$ cat src/rtl/uc_secuenciador_if.sv
// Control-unit <-> datapath bundle: decoded instruction fields in, selects and strobes out.
// The control unit is the master; the datapath side is the slave.
interface uc_secuenciador_if #(
  parameter int DEPTH_W = 4
);
  logic [5:0]         opcode;
  logic               z;
  logic               resume;
  logic               s_inc;
  logic               selectorMuxSaltoR;
  logic               selectorMuxPilaSubRutinas;
  logic               pc_en;
  logic               s_inm;
  logic               s_mem;
  logic               we3;
  logic               wez;
  logic [2:0]         op_alu;
  logic               activarMemoria;
  logic               guardarMemoriaDatos;
  logic               selectorMuxDireccionMemoriaDatos;
  logic               activarPilaSubRutinas;
  logic               pushPilaSubRutinas;
  logic               halted;
  logic               stack_err;
  logic [DEPTH_W-1:0] sp_depth;

  modport master (
    input  opcode, z, resume,
    output s_inc, selectorMuxSaltoR, selectorMuxPilaSubRutinas, pc_en,
           s_inm, s_mem, we3, wez, op_alu,
           activarMemoria, guardarMemoriaDatos, selectorMuxDireccionMemoriaDatos,
           activarPilaSubRutinas, pushPilaSubRutinas,
           halted, stack_err, sp_depth
  );

  modport slave (
    output opcode, z, resume,
    input  s_inc, selectorMuxSaltoR, selectorMuxPilaSubRutinas, pc_en,
           s_inm, s_mem, we3, wez, op_alu,
           activarMemoria, guardarMemoriaDatos, selectorMuxDireccionMemoriaDatos,
           activarPilaSubRutinas, pushPilaSubRutinas,
           halted, stack_err, sp_depth
  );
endinterface

$ cat src/rtl/uc_secuenciador.sv
// Control unit for the 8-bit processor: opcode decode, two-cycle load sequencing,
// HALT/resume and return-stack depth tracking with sticky overflow/underflow error.
module uc_secuenciador #(
  parameter int STACK_DEPTH = 8,
  parameter int DEPTH_W     = 4
) (
  input  logic              clk,
  input  logic              reset,
  uc_secuenciador_if.master bus
);

  localparam logic [1:0] EXEC    = 2'd0;
  localparam logic [1:0] LOAD_WB = 2'd1;
  localparam logic [1:0] HALT    = 2'd2;

  localparam logic [5:0] OP_J    = 6'b000000;
  localparam logic [5:0] OP_JZ   = 6'b000001;
  localparam logic [5:0] OP_JNZ  = 6'b000010;
  localparam logic [5:0] OP_JR   = 6'b000011;
  localparam logic [5:0] OP_CALL = 6'b000100;
  localparam logic [5:0] OP_RET  = 6'b000101;
  localparam logic [5:0] OP_HALT = 6'b000110;

  localparam logic [DEPTH_W-1:0] STACK_FULL = DEPTH_W'(STACK_DEPTH);

  logic [1:0]         state, nextState;
  logic [DEPTH_W-1:0] spDepth;
  logic               stackErr;
  logic               depthInc, depthDec, setErr;

  logic       sInc, saltoR, pilaSel, pcEn, sInm, sMem, we3, wez;
  logic [2:0] opAlu;
  logic       actMem, guardarMem, selDir, actPila, pushPila, haltedC;

  always_comb begin
    // NOTE: every output starts at 0 so no path can infer a latch, and so the
    // reset branch below only has to skip the decode to force all outputs low.
    sInc       = 1'b0;
    saltoR     = 1'b0;
    pilaSel    = 1'b0;
    pcEn       = 1'b0;
    sInm       = 1'b0;
    sMem       = 1'b0;
    we3        = 1'b0;
    wez        = 1'b0;
    opAlu      = 3'b000;
    actMem     = 1'b0;
    guardarMem = 1'b0;
    selDir     = 1'b0;
    actPila    = 1'b0;
    pushPila   = 1'b0;
    haltedC    = 1'b0;
    nextState  = state;
    depthInc   = 1'b0;
    depthDec   = 1'b0;
    setErr     = 1'b0;

    // Outputs are combinational, so reset must gate them to stay low asynchronously.
    if (!reset) begin
      case (state)
        EXEC: begin
          pcEn = 1'b1;
          sInc = 1'b1;
          casez (bus.opcode)
            6'b1?????: begin
              opAlu = bus.opcode[4:2];
              we3   = 1'b1;
              wez   = 1'b1;
            end
            6'b0100??: begin
              we3  = 1'b1;
              sInm = 1'b1;
            end
            6'b0101??: begin
              actMem     = 1'b1;
              guardarMem = 1'b1;
            end
            6'b01110?: begin
              actMem    = 1'b1;
              selDir    = 1'b1;
              pcEn      = 1'b0;
              nextState = LOAD_WB;
            end
            OP_J:   sInc   = 1'b0;
            OP_JZ:  sInc   = ~bus.z;
            OP_JNZ: sInc   = bus.z;
            OP_JR:  saltoR = 1'b1;
            OP_CALL: begin
              if (spDepth == STACK_FULL) begin
                pcEn      = 1'b0;
                setErr    = 1'b1;
                nextState = HALT;
              end else begin
                sInc     = 1'b0;
                actPila  = 1'b1;
                pushPila = 1'b1;
                depthInc = 1'b1;
              end
            end
            OP_RET: begin
              if (spDepth == '0) begin
                pcEn      = 1'b0;
                setErr    = 1'b1;
                nextState = HALT;
              end else begin
                actPila  = 1'b1;
                pilaSel  = 1'b1;
                depthDec = 1'b1;
              end
            end
            OP_HALT: begin
              pcEn      = 1'b0;
              nextState = HALT;
            end
            default: ;
          endcase
        end
        LOAD_WB: begin
          actMem    = 1'b1;
          selDir    = 1'b1;
          sMem      = 1'b1;
          we3       = 1'b1;
          pcEn      = 1'b1;
          sInc      = 1'b1;
          nextState = EXEC;
        end
        HALT: begin
          haltedC = 1'b1;
          // Resuming steps PC+1 past the HALT word; a stack fault can only be left by reset.
          if (bus.resume && !stackErr) begin
            pcEn      = 1'b1;
            sInc      = 1'b1;
            nextState = EXEC;
          end
        end
        default: nextState = EXEC;
      endcase
    end
  end

  always_ff @(posedge clk or posedge reset) begin
    if (reset) begin
      state    <= EXEC;
      spDepth  <= '0;
      stackErr <= 1'b0;
    end else begin
      // NOTE: sequential state uses non-blocking assignments only, so every
      // register samples values from before the edge.
      state <= nextState;
      if (depthInc)      spDepth <= spDepth + DEPTH_W'(1);
      else if (depthDec) spDepth <= spDepth - DEPTH_W'(1);
      if (setErr)        stackErr <= 1'b1;
    end
  end

  assign bus.s_inc                            = sInc;
  assign bus.selectorMuxSaltoR                = saltoR;
  assign bus.selectorMuxPilaSubRutinas        = pilaSel;
  assign bus.pc_en                            = pcEn;
  assign bus.s_inm                            = sInm;
  assign bus.s_mem                            = sMem;
  assign bus.we3                              = we3;
  assign bus.wez                              = wez;
  assign bus.op_alu                           = opAlu;
  assign bus.activarMemoria                   = actMem;
  assign bus.guardarMemoriaDatos              = guardarMem;
  assign bus.selectorMuxDireccionMemoriaDatos = selDir;
  assign bus.activarPilaSubRutinas            = actPila;
  assign bus.pushPilaSubRutinas               = pushPila;
  assign bus.halted                           = haltedC;
  assign bus.stack_err                        = stackErr;
  assign bus.sp_depth                         = spDepth;

endmodule

$ cat src/flat_wrapper.sv
// flat-port wrapper written by rule: the top's interface ports become plain ports
module uc_secuenciador_flat 
#(
  parameter int STACK_DEPTH = 8,
  parameter int DEPTH_W     = 4
)
  (clk, reset, bus_opcode, bus_z, bus_resume, bus_s_inc, bus_selectorMuxSaltoR, bus_selectorMuxPilaSubRutinas, bus_pc_en, bus_s_inm, bus_s_mem, bus_we3, bus_wez, bus_op_alu, bus_activarMemoria, bus_guardarMemoriaDatos, bus_selectorMuxDireccionMemoriaDatos, bus_activarPilaSubRutinas, bus_pushPilaSubRutinas, bus_halted, bus_stack_err, bus_sp_depth);
  uc_secuenciador_if #(.DEPTH_W(DEPTH_W)) bus_i ();
  input  logic clk;
  input  logic reset;
  input wire logic [$bits(bus_i.opcode)-1:0] bus_opcode;
  input wire logic [$bits(bus_i.z)-1:0] bus_z;
  input wire logic [$bits(bus_i.resume)-1:0] bus_resume;
  output wire logic [$bits(bus_i.s_inc)-1:0] bus_s_inc;
  output wire logic [$bits(bus_i.selectorMuxSaltoR)-1:0] bus_selectorMuxSaltoR;
  output wire logic [$bits(bus_i.selectorMuxPilaSubRutinas)-1:0] bus_selectorMuxPilaSubRutinas;
  output wire logic [$bits(bus_i.pc_en)-1:0] bus_pc_en;
  output wire logic [$bits(bus_i.s_inm)-1:0] bus_s_inm;
  output wire logic [$bits(bus_i.s_mem)-1:0] bus_s_mem;
  output wire logic [$bits(bus_i.we3)-1:0] bus_we3;
  output wire logic [$bits(bus_i.wez)-1:0] bus_wez;
  output wire logic [$bits(bus_i.op_alu)-1:0] bus_op_alu;
  output wire logic [$bits(bus_i.activarMemoria)-1:0] bus_activarMemoria;
  output wire logic [$bits(bus_i.guardarMemoriaDatos)-1:0] bus_guardarMemoriaDatos;
  output wire logic [$bits(bus_i.selectorMuxDireccionMemoriaDatos)-1:0] bus_selectorMuxDireccionMemoriaDatos;
  output wire logic [$bits(bus_i.activarPilaSubRutinas)-1:0] bus_activarPilaSubRutinas;
  output wire logic [$bits(bus_i.pushPilaSubRutinas)-1:0] bus_pushPilaSubRutinas;
  output wire logic [$bits(bus_i.halted)-1:0] bus_halted;
  output wire logic [$bits(bus_i.stack_err)-1:0] bus_stack_err;
  output wire logic [$bits(bus_i.sp_depth)-1:0] bus_sp_depth;
  assign bus_i.opcode = bus_opcode;
  assign bus_i.z = bus_z;
  assign bus_i.resume = bus_resume;
  assign bus_s_inc = bus_i.s_inc;
  assign bus_selectorMuxSaltoR = bus_i.selectorMuxSaltoR;
  assign bus_selectorMuxPilaSubRutinas = bus_i.selectorMuxPilaSubRutinas;
  assign bus_pc_en = bus_i.pc_en;
  assign bus_s_inm = bus_i.s_inm;
  assign bus_s_mem = bus_i.s_mem;
  assign bus_we3 = bus_i.we3;
  assign bus_wez = bus_i.wez;
  assign bus_op_alu = bus_i.op_alu;
  assign bus_activarMemoria = bus_i.activarMemoria;
  assign bus_guardarMemoriaDatos = bus_i.guardarMemoriaDatos;
  assign bus_selectorMuxDireccionMemoriaDatos = bus_i.selectorMuxDireccionMemoriaDatos;
  assign bus_activarPilaSubRutinas = bus_i.activarPilaSubRutinas;
  assign bus_pushPilaSubRutinas = bus_i.pushPilaSubRutinas;
  assign bus_halted = bus_i.halted;
  assign bus_stack_err = bus_i.stack_err;
  assign bus_sp_depth = bus_i.sp_depth;
  uc_secuenciador #(.STACK_DEPTH(STACK_DEPTH), .DEPTH_W(DEPTH_W)) u_core (.clk(clk), .reset(reset), .bus(bus_i));
endmodule
$ cat config.mk
export PLATFORM = sky130hd
export DESIGN_NAME = uc_secuenciador_flat
export DESIGN_NICKNAME = d
export VERILOG_FILES = /design/src/rtl/uc_secuenciador_if.sv /design/src/rtl/uc_secuenciador.sv /design/src/flat_wrapper.sv
export SDC_FILE = /design/constraint.sdc
export NUM_CORES = 1
export LEC_CHECK = 0
export ABC_AREA = 0
export CAP_MARGIN = 20
export CORE_ASPECT_RATIO = 1.1
export CORE_MARGIN = 4
export CORE_UTILIZATION = 30
export CTS_BUF_LIST = sky130_fd_sc_hd__clkbuf_16
export DETAILED_ROUTE_END_ITERATION = 16
export DONT_BUFFER_PORTS = 1
export PLACE_DENSITY = 0.41
export SYNTH_ARGS = -nofsm -noshare
export SYNTH_HDL_FRONTEND = slang
export SYNTH_SLANG_ARGS = --single-unit
$ cat constraint.sdc
create_clock -name clk -period 5.67 [get_ports clk]
set_input_delay 1.134 -clock clk [delete_from_list [all_inputs] [get_ports clk]]
set_output_delay 1.134 -clock clk [all_outputs]
set_load 0.02 [all_outputs]
### Word-level counts from Yosys, hierarchy flattened

Cells that the tools add are included.

| word-level totals | value |
|---|---|
| register bits after elaboration | 7 |
| word-level logic and storage cells | 91 |

| operators by class | value |
|---|---|
| $add $sub $neg | 2 |
| eq/ne operators | 16 |
| muxes and demuxes | 58 |
| bitwise logic cells | 2 |
| reductions and logical operators | 10 |

Operators with widths:

| kind | count |
|---|---|
| 1-bit two-way mux | 39 |
| 6-bit by 3-bit == test with 1-bit output (second input constant) | 3 |
| 6-bit by 2-bit == test with 1-bit output (second input constant) | 2 |
| 1-bit one-hot mux with 2 select lines | 5 |
| 3-bit two-way mux | 3 |
| 1-bit one-hot mux with 3 select lines | 3 |
| 4-bit by 3-bit == test with 1-bit output (second input constant) | 2 |
| 4-bit two-way mux | 2 |
| 2-bit one-hot mux with 4 select lines | 1 |
| 6-bit by 1-bit == test with 1-bit output (second input constant) | 1 |
| 6-bit logical NOT | 1 |
| 2-bit two-way mux | 3 |
| 3-bit by 2-bit != test with 1-bit output (second input constant) | 2 |
| 2-bit OR reduction | 3 |
| 5-bit by 4-bit == test with 1-bit output (second input constant) | 1 |
| 5-bit != test (second input constant) | 1 |
| 5-bit AND reduction | 1 |
| 4-bit by 1-bit adder with 4-bit output (second input constant) | 1 |
| 4-bit == test (second input constant) | 1 |
| 4-bit logical NOT | 1 |
| 1-bit one-hot mux with 4 select lines | 1 |
| 2-bit one-hot mux with 2 select lines | 1 |
| 4-bit by 1-bit subtractor with 4-bit output (second input constant) | 1 |
| 2-bit by 1-bit == test with 1-bit output (second input constant) | 1 |
| 7 further kinds | 8 |

### Logic depth before layout (Yosys ltp)

Gate-level depths: netlist of the first run.

| depth | value |
|---|---|
| depth after elaboration | 7 |
| gate-level depth with buffers | 8 |
| gate-level depth less buffers | 8 |

### Least setup slack after synthesis of the first run

No wires, ideal clock.

| path | value |
|---|---|
| path kind | input port to output port |
| from | in bus_opcode[4] |
| to | out bus_selectorMuxPilaSubRutinas |
| arrival time | 2,364 ps |
| data required time | 4,536 ps |
| slack | 2,172 ps |
| stages | 4 |
| buffers on the path | 1 |
| cells stage by stage | buf_2 nor4_4 nand2_1 a211oi_1 |

| on the way | value |
|---|---|
| cells in the longest elaborated chain, start to end | 4 |

Ends and longest elaborated chain:

| element | line | RTL |
|---|---|---|
| start, declared | flat_wrapper.sv:11 | `input wire logic [$bits(bus_i.opcode)-1:0] bus_opcode;` |
| 6-bit by 3-bit == test with 1-bit output | uc_secuenciador.sv:64 | `casez (bus.opcode)` |
| 1-bit two-way mux | uc_secuenciador.sv:64 |  |
| 1-bit two-way mux | uc_secuenciador.sv:60 | `case (state)` |
| 1-bit two-way mux | uc_secuenciador.sv:59 | `if (!reset) begin` |
| end, declared | flat_wrapper.sv:16 | `output wire logic [$bits(bus_i.selectorMuxPilaSubRutinas)-1:0] bus_selectorMuxPilaSubRutinas;` |

Every way passes these cells.

### Final worst setup path of the first run

| path | value |
|---|---|
| from | in bus_opcode[5] |
| to | out bus_selectorMuxPilaSubRutinas |

The elaborated chain is that of the path after synthesis.

==> impl_metrics.ini, run 1 <==
[final_layout]
syn_to_final_growth_pct = 11.7
nets = 104
antenna_cells = 0
fin_util_pct = 36.7
layoutNonFillerInstCount = 120
drive_above_1_share_pct = 16.7

[clock_network]
cts_sinks = 7
cts_made_buffers = 3
clkLatencyLatePin_ns = 0.23
cts_tree = yes
cts_buffer_depth = 2
cts.clk_slew.worst_paths_ns = 0.04
ctsHoldBuffers = 0
cts_max_level = 1
cts_resized = 0
postCtsSetupRepairBufs = 0
cts-root-buf = clkbuf_16

[setup_path]
reg2reg_depth = 7
slowest_delay_ns = 0.65
ff2ff_setup_slack_ns = 3.08
end_kind = output port
cp_slowest_cell = a211oi_1
worstPathRequired_ns = 4.54
start_kind = primary input
path_cells = nand2b_4 -> nor4_4 -> nand2_1 -> a211oi_1
cp_max_fo = 8
crit_type = primary input to output port
arrival_ns = 2.42

[synthesis]
avgSynthCellArea_sq_um = 8.36
async_flop_share_pct = 100
synth-edff-count = 0
ys_seq_area_share_pct = 22.8
synth_seq_cells = 7
synth_area_sq_um = 769
ys_types = 41
syn_inst = 92
ys_warn_count = 0
syn-num-nets = 105
ys.flop_type = dfrtp_1

[die]
dieHeight_um = 61.1
die_w_um = 56.3
start_util_pct = 32.9
pin_count = 32
rows = 18
core_sq_mm = 0.00234
dieArea_sq_mm = 0.00344

[placed_design]
place_congestion = 0.777
io_buffer_count = 0
dp_hpwl_um = 1620
dp.cells = 116

[status]
status = finished, final reports clean

[global_route]
grt_max_degree = 14
grt.overflow.total = 0
grt_use_total_pct = 12.0
grt_pass1_wl_um = 3220
antenna_found_initial = 0
grt_pass1_vias = 646

[detailed_routing]
drtAntennaViolNets = 0
routed-via-count = 696
first_iter_violations = 32
drt_first_pass_iters = 4
drc = 0
routedWlPerCell_um = 16.8
via_per_inst = 5.80
routed_wl_um = 2010

[sta]
tightest_slew_ns = 0.714
fmaxAchievable_mhz = 281
tns_ns = 0
rsz0062_at_grt = no
post-route-min-period_ns = 3.55
hold_viol_final = 0
skew_ns = 0.00317
slew_headroom_pct = 52.1
setup_viol = 0
report.final.slew_viol_count = 0
finalCritPeriodShare_pct = 62.7
whs_ns = 0.662

[job]
maxCapViolCount = 0

[power_and_ir_drop]
p_leak_nw = 0.369
peakVddDrop_mv = 0.353
cellPowerDensity_mw_per_mm2 = 407

[hold_path]
hold_depth = 1
hold_path.class = register to register
## layout make-up
| type | instances | area (sq um) |
|---|---|---|
| Clock inverter | 1 | 5.00 |
| Inverter | 4 | 15.0 |
| Clock buffer | 3 | 75.1 |
| Fill cell | 265 | 1480 |
| Sequential cell | 7 | 175 |
| Multi-Input combinational cell | 75 | 552 |
| Tap cell | 30 | 37.5 |
## cell usage in the layout (no fill, tap or decap), types with 2 or more instances in the layout
cell       synthesis  layout
nand3_1            3       3
nor2_1             5       5
nor2b_1            3       3
nand2_1            7       7
dfrtp_1            7       7
nor3_2             2       2
clkbuf_16          0       3
a211oi_1           3       3
nor3_1             5       5
mux2i_1            2       2
mux2_2             3       3
o21ai_0            3       3
xor2_1             2       2
a21oi_1            6       6
ha_1               2       2
and2_1             3       3
and3_1             5       5
inv_1              4       4
## critical path, delay by kind of cell
kind,cells,cell delay [ns]
AO/OA/AOI/OAI,1,0.65
AND/OR/NAND/NOR,3,0.63
## cell usage after synthesis (all sizes together), types with 2 or more instances
master,instances,area [sq um]
nand3,3,15.0
nor4,3,40.0
and3,5,31.3
mux2,3,33.8
mux2i,2,20.0
o21ai,4,20.0
nand2,8,32.5
nor2,5,18.8
dfrtp,7,175
xor2,2,17.5
nor2b,3,18.8
ha,2,25.0
a211oi,3,22.5
nor3,7,45.0
a21oi,6,30.0
and2,3,18.8
inv,4,15.0
buf,5,23.8
nand2b,2,20.0
## routing by layer
layer	routed length, um	track usage, %	vias to the layer above
li1	-	-	332
met1	819	14.0	330
met2	995	20.5	31
met3	190	5.87	3
met4	6	2.03	0
met5	0	0	-
## sequential cells by signal, summed over array words and instances (netlist names)
name	cells
u_core.bus.sp_depth	4
u_core.bus.stack_err	1
u_core.state	2
## stage by stage
stage               area (sq um)  power, mW  worst slack, ns
floorplan                    769      0.210             2.17
global placement             779      0.233             2.14
detailed placement           779      0.233             2.09
CTS                          860      0.354             2.08
global route                 860      0.376             2.01
finish                       860      0.350             2.12
## power by group
group | leakage, nW | switching, mW | internal, mW
clock | 0.0409 | 0.0268 | 0.0925
sequential | 0.0889 | 0.0501 | 0.0653
combinational | 0.239 | 0.0627 | 0.0522
## path summary, 6_finish.rpt
check | start | end
hold reg to reg | u_core.bus.stack_err | u_core.bus.stack_err
setup reg to reg | u_core.state[1] | u_core.bus.sp_depth[3]
setup / recovery | bus_opcode[5] | bus_selectorMuxPilaSubRutinas
min in group asynchronous | reset | u_core.bus.sp_depth[3]
hold / removal | u_core.bus.stack_err | u_core.bus.stack_err
max in group asynchronous | reset | u_core.state[0]
## cells by family (layout without fill, tap and decap cells)
logic type / after synthesis / count (layout) / share of synthesized area (%)
flops: 7 / 7 / 22.8
xor+xnor: 3 / 3 / 3.42
simple gates: 42 / 42 / 34.6
mux: 5 / 5 / 6.99
fa+ha+maj: 3 / 3 / 5.85
compound gates: 22 / 22 / 20.8
buf+inv: 10 / 8 / 5.53
(Power assumes the default switching activity.)
==> run 2: changes to the inputs <==
Clock period 5.67 ns to 3.4 ns, I/O delays scaled along.
==> run 2 against run 1 <==
- first-iteration DRC count down 28%
- non-clock buffer count up 1
- clock skew down 0.00068 ns
- utilization up 0.27 points
- clock power up 65%
- sequential power up 64%
- die area unchanged
- worst setup slack worse by 1.3 ns
- final area up 0.73%
- count of clock-buffer cells in the layout unchanged
- critical endpoint is now bus_activarPilaSubRutinas
- largest power group unchanged
==> impl_metrics.ini, run 2 (synthesized netlist as in run 1, its figures left out) <==
[clock_network]
cts.clk_slew.worst_paths_ns = 0.04
ctsHoldBuffers = 0
cts_made_buffers = 3
cts_resized = 0
cts_max_level = 1
postCtsSetupRepairBufs = 0
cts_tree = yes
cts_buffer_depth = 2
cts-root-buf = clkbuf_16
cts_sinks = 7
clkLatencyLatePin_ns = 0.23

[sta]
report.final.slew_viol_count = 0
rsz0062_at_grt = no
tightest_slew_ns = 0.661
hold_viol_final = 0
skew_ns = 0.00249
post-route-min-period_ns = 2.58
slew_headroom_pct = 55.6
finalCritPeriodShare_pct = 76.0
setup_viol = 0
whs_ns = 0.295
fmaxAchievable_mhz = 387
tns_ns = 0

[setup_path]
arrival_ns = 1.90
slowest_delay_ns = 0.53
worstPathRequired_ns = 2.72
cp_slowest_cell = dfrtp_1
start_kind = register
crit_type = register to output port
end_kind = output port
path_cells = nor3_2 -> nand2_1 -> a21oi_1
ff2ff_setup_slack_ns = 0.87
cp_max_fo = 13

[global_route]
grt.overflow.total = 0
grt_pass1_vias = 725
grt_max_degree = 14
antenna_found_initial = 0
grt_use_total_pct = 12.2
grt_pass1_wl_um = 3320

[final_layout]
syn_to_final_growth_pct = 12.5
multi_input_area_sq_um = 552
fin_util_pct = 37.0
final_cell_mix = 7 x nand2_1, 7 x dfrtp_1, 6 x a21oi_1
nets = 105
fillers = 271
seqCellArea_sq_um = 175
largest_reg_flops = 4
antenna_cells = 0
drive_above_1_share_pct = 16.5

[power_and_ir_drop]
peakVddDrop_mv = 0.549
cellPowerDensity_mw_per_mm2 = 668
finalPower_uw = 579
p_leak_nw = 0.376

[detailed_routing]
drc = 0
routed_wl_um = 2000
first_iter_violations = 23
via_per_inst = 5.53
drtAntennaViolNets = 0
routedWlPerCell_um = 16.5
routed-via-count = 669
drt_first_pass_iters = 4

[die]
dieArea_sq_mm = 0.00344
die_w_um = 56.3
dieHeight_um = 61.1
core_sq_mm = 0.00234
rows = 18
pin_count = 32
start_util_pct = 32.9

[placed_design]
dp_hpwl_um = 1610
place_congestion = 0.782
io_buffer_count = 0

[job]
maxCapViolCount = 0

[status]
status = finished, final reports clean

[hold_path]
hold_path.class = primary input to asynchronous set/reset pin
## run 2: layout make-up
cell class	instances	area share [%]
inverters	4	1.73
repair buffers	1	0.867
clock buffers	3	8.67
well taps	30	4.34
flip-flops and latches	7	20.2
multi-input cells	75	63.7
clock inverters	1	0.434
## run 2: final timing paths
check / start / to / depth (start not counted)
setup / recovery: u_core.state[0] / bus_activarPilaSubRutinas / 3
hold / removal: reset / u_core.state[0] / 1
setup reg to reg: u_core.state[0] / u_core.bus.sp_depth[3] / 7
hold reg to reg: u_core.bus.stack_err / u_core.bus.stack_err / 1
max in group asynchronous: reset / u_core.bus.sp_depth[1] / 1
min in group clk: reset / u_core.state[0] / 1
## run 2: stage by stage
stage / setup WS [ns] / instances / instance area (sq um)
2_1_floorplan: 0.810 / 92 / 769
3_3_place_gp: 0.854 / 117 / 787
3_5_place_dp: 0.769 / 117 / 787
4_1_cts: 0.751 / 121 / 866
5_1_grt: 0.652 / 121 / 866
6_report: 0.815 / 121 / 866
## run 2: worst max-delay path: cells and delay by family (launching register included)
kind	cells	cell delay (ns)
AO/OA/AOI/OAI	1	0.45
AND/OR/NAND/NOR	2	0.71
flip-flops	1	0.53
## run 2: where the power goes
group | switching (mW) | total, mW | internal [mW]
Combinational | 0.106 | 0.194 | 0.0880
Sequential | 0.0799 | 0.189 | 0.109
Clock | 0.0431 | 0.196 | 0.153
Total | 0.229 | 0.579 | 0.350
## run 2: routing by layer
metal / vias up / wire (um) / global-route usage [%] / share of wire (%)
li1: 335 / - / - / -
met1: 313 / 814 / 13.4 / 41
met2: 21 / 1000 / 22.0 / 50
met3: 0 / 177 / 5.87 / 8.9
met4: 0 / 0 / 2.03 / 0
met5: - / 0 / 0 / 0
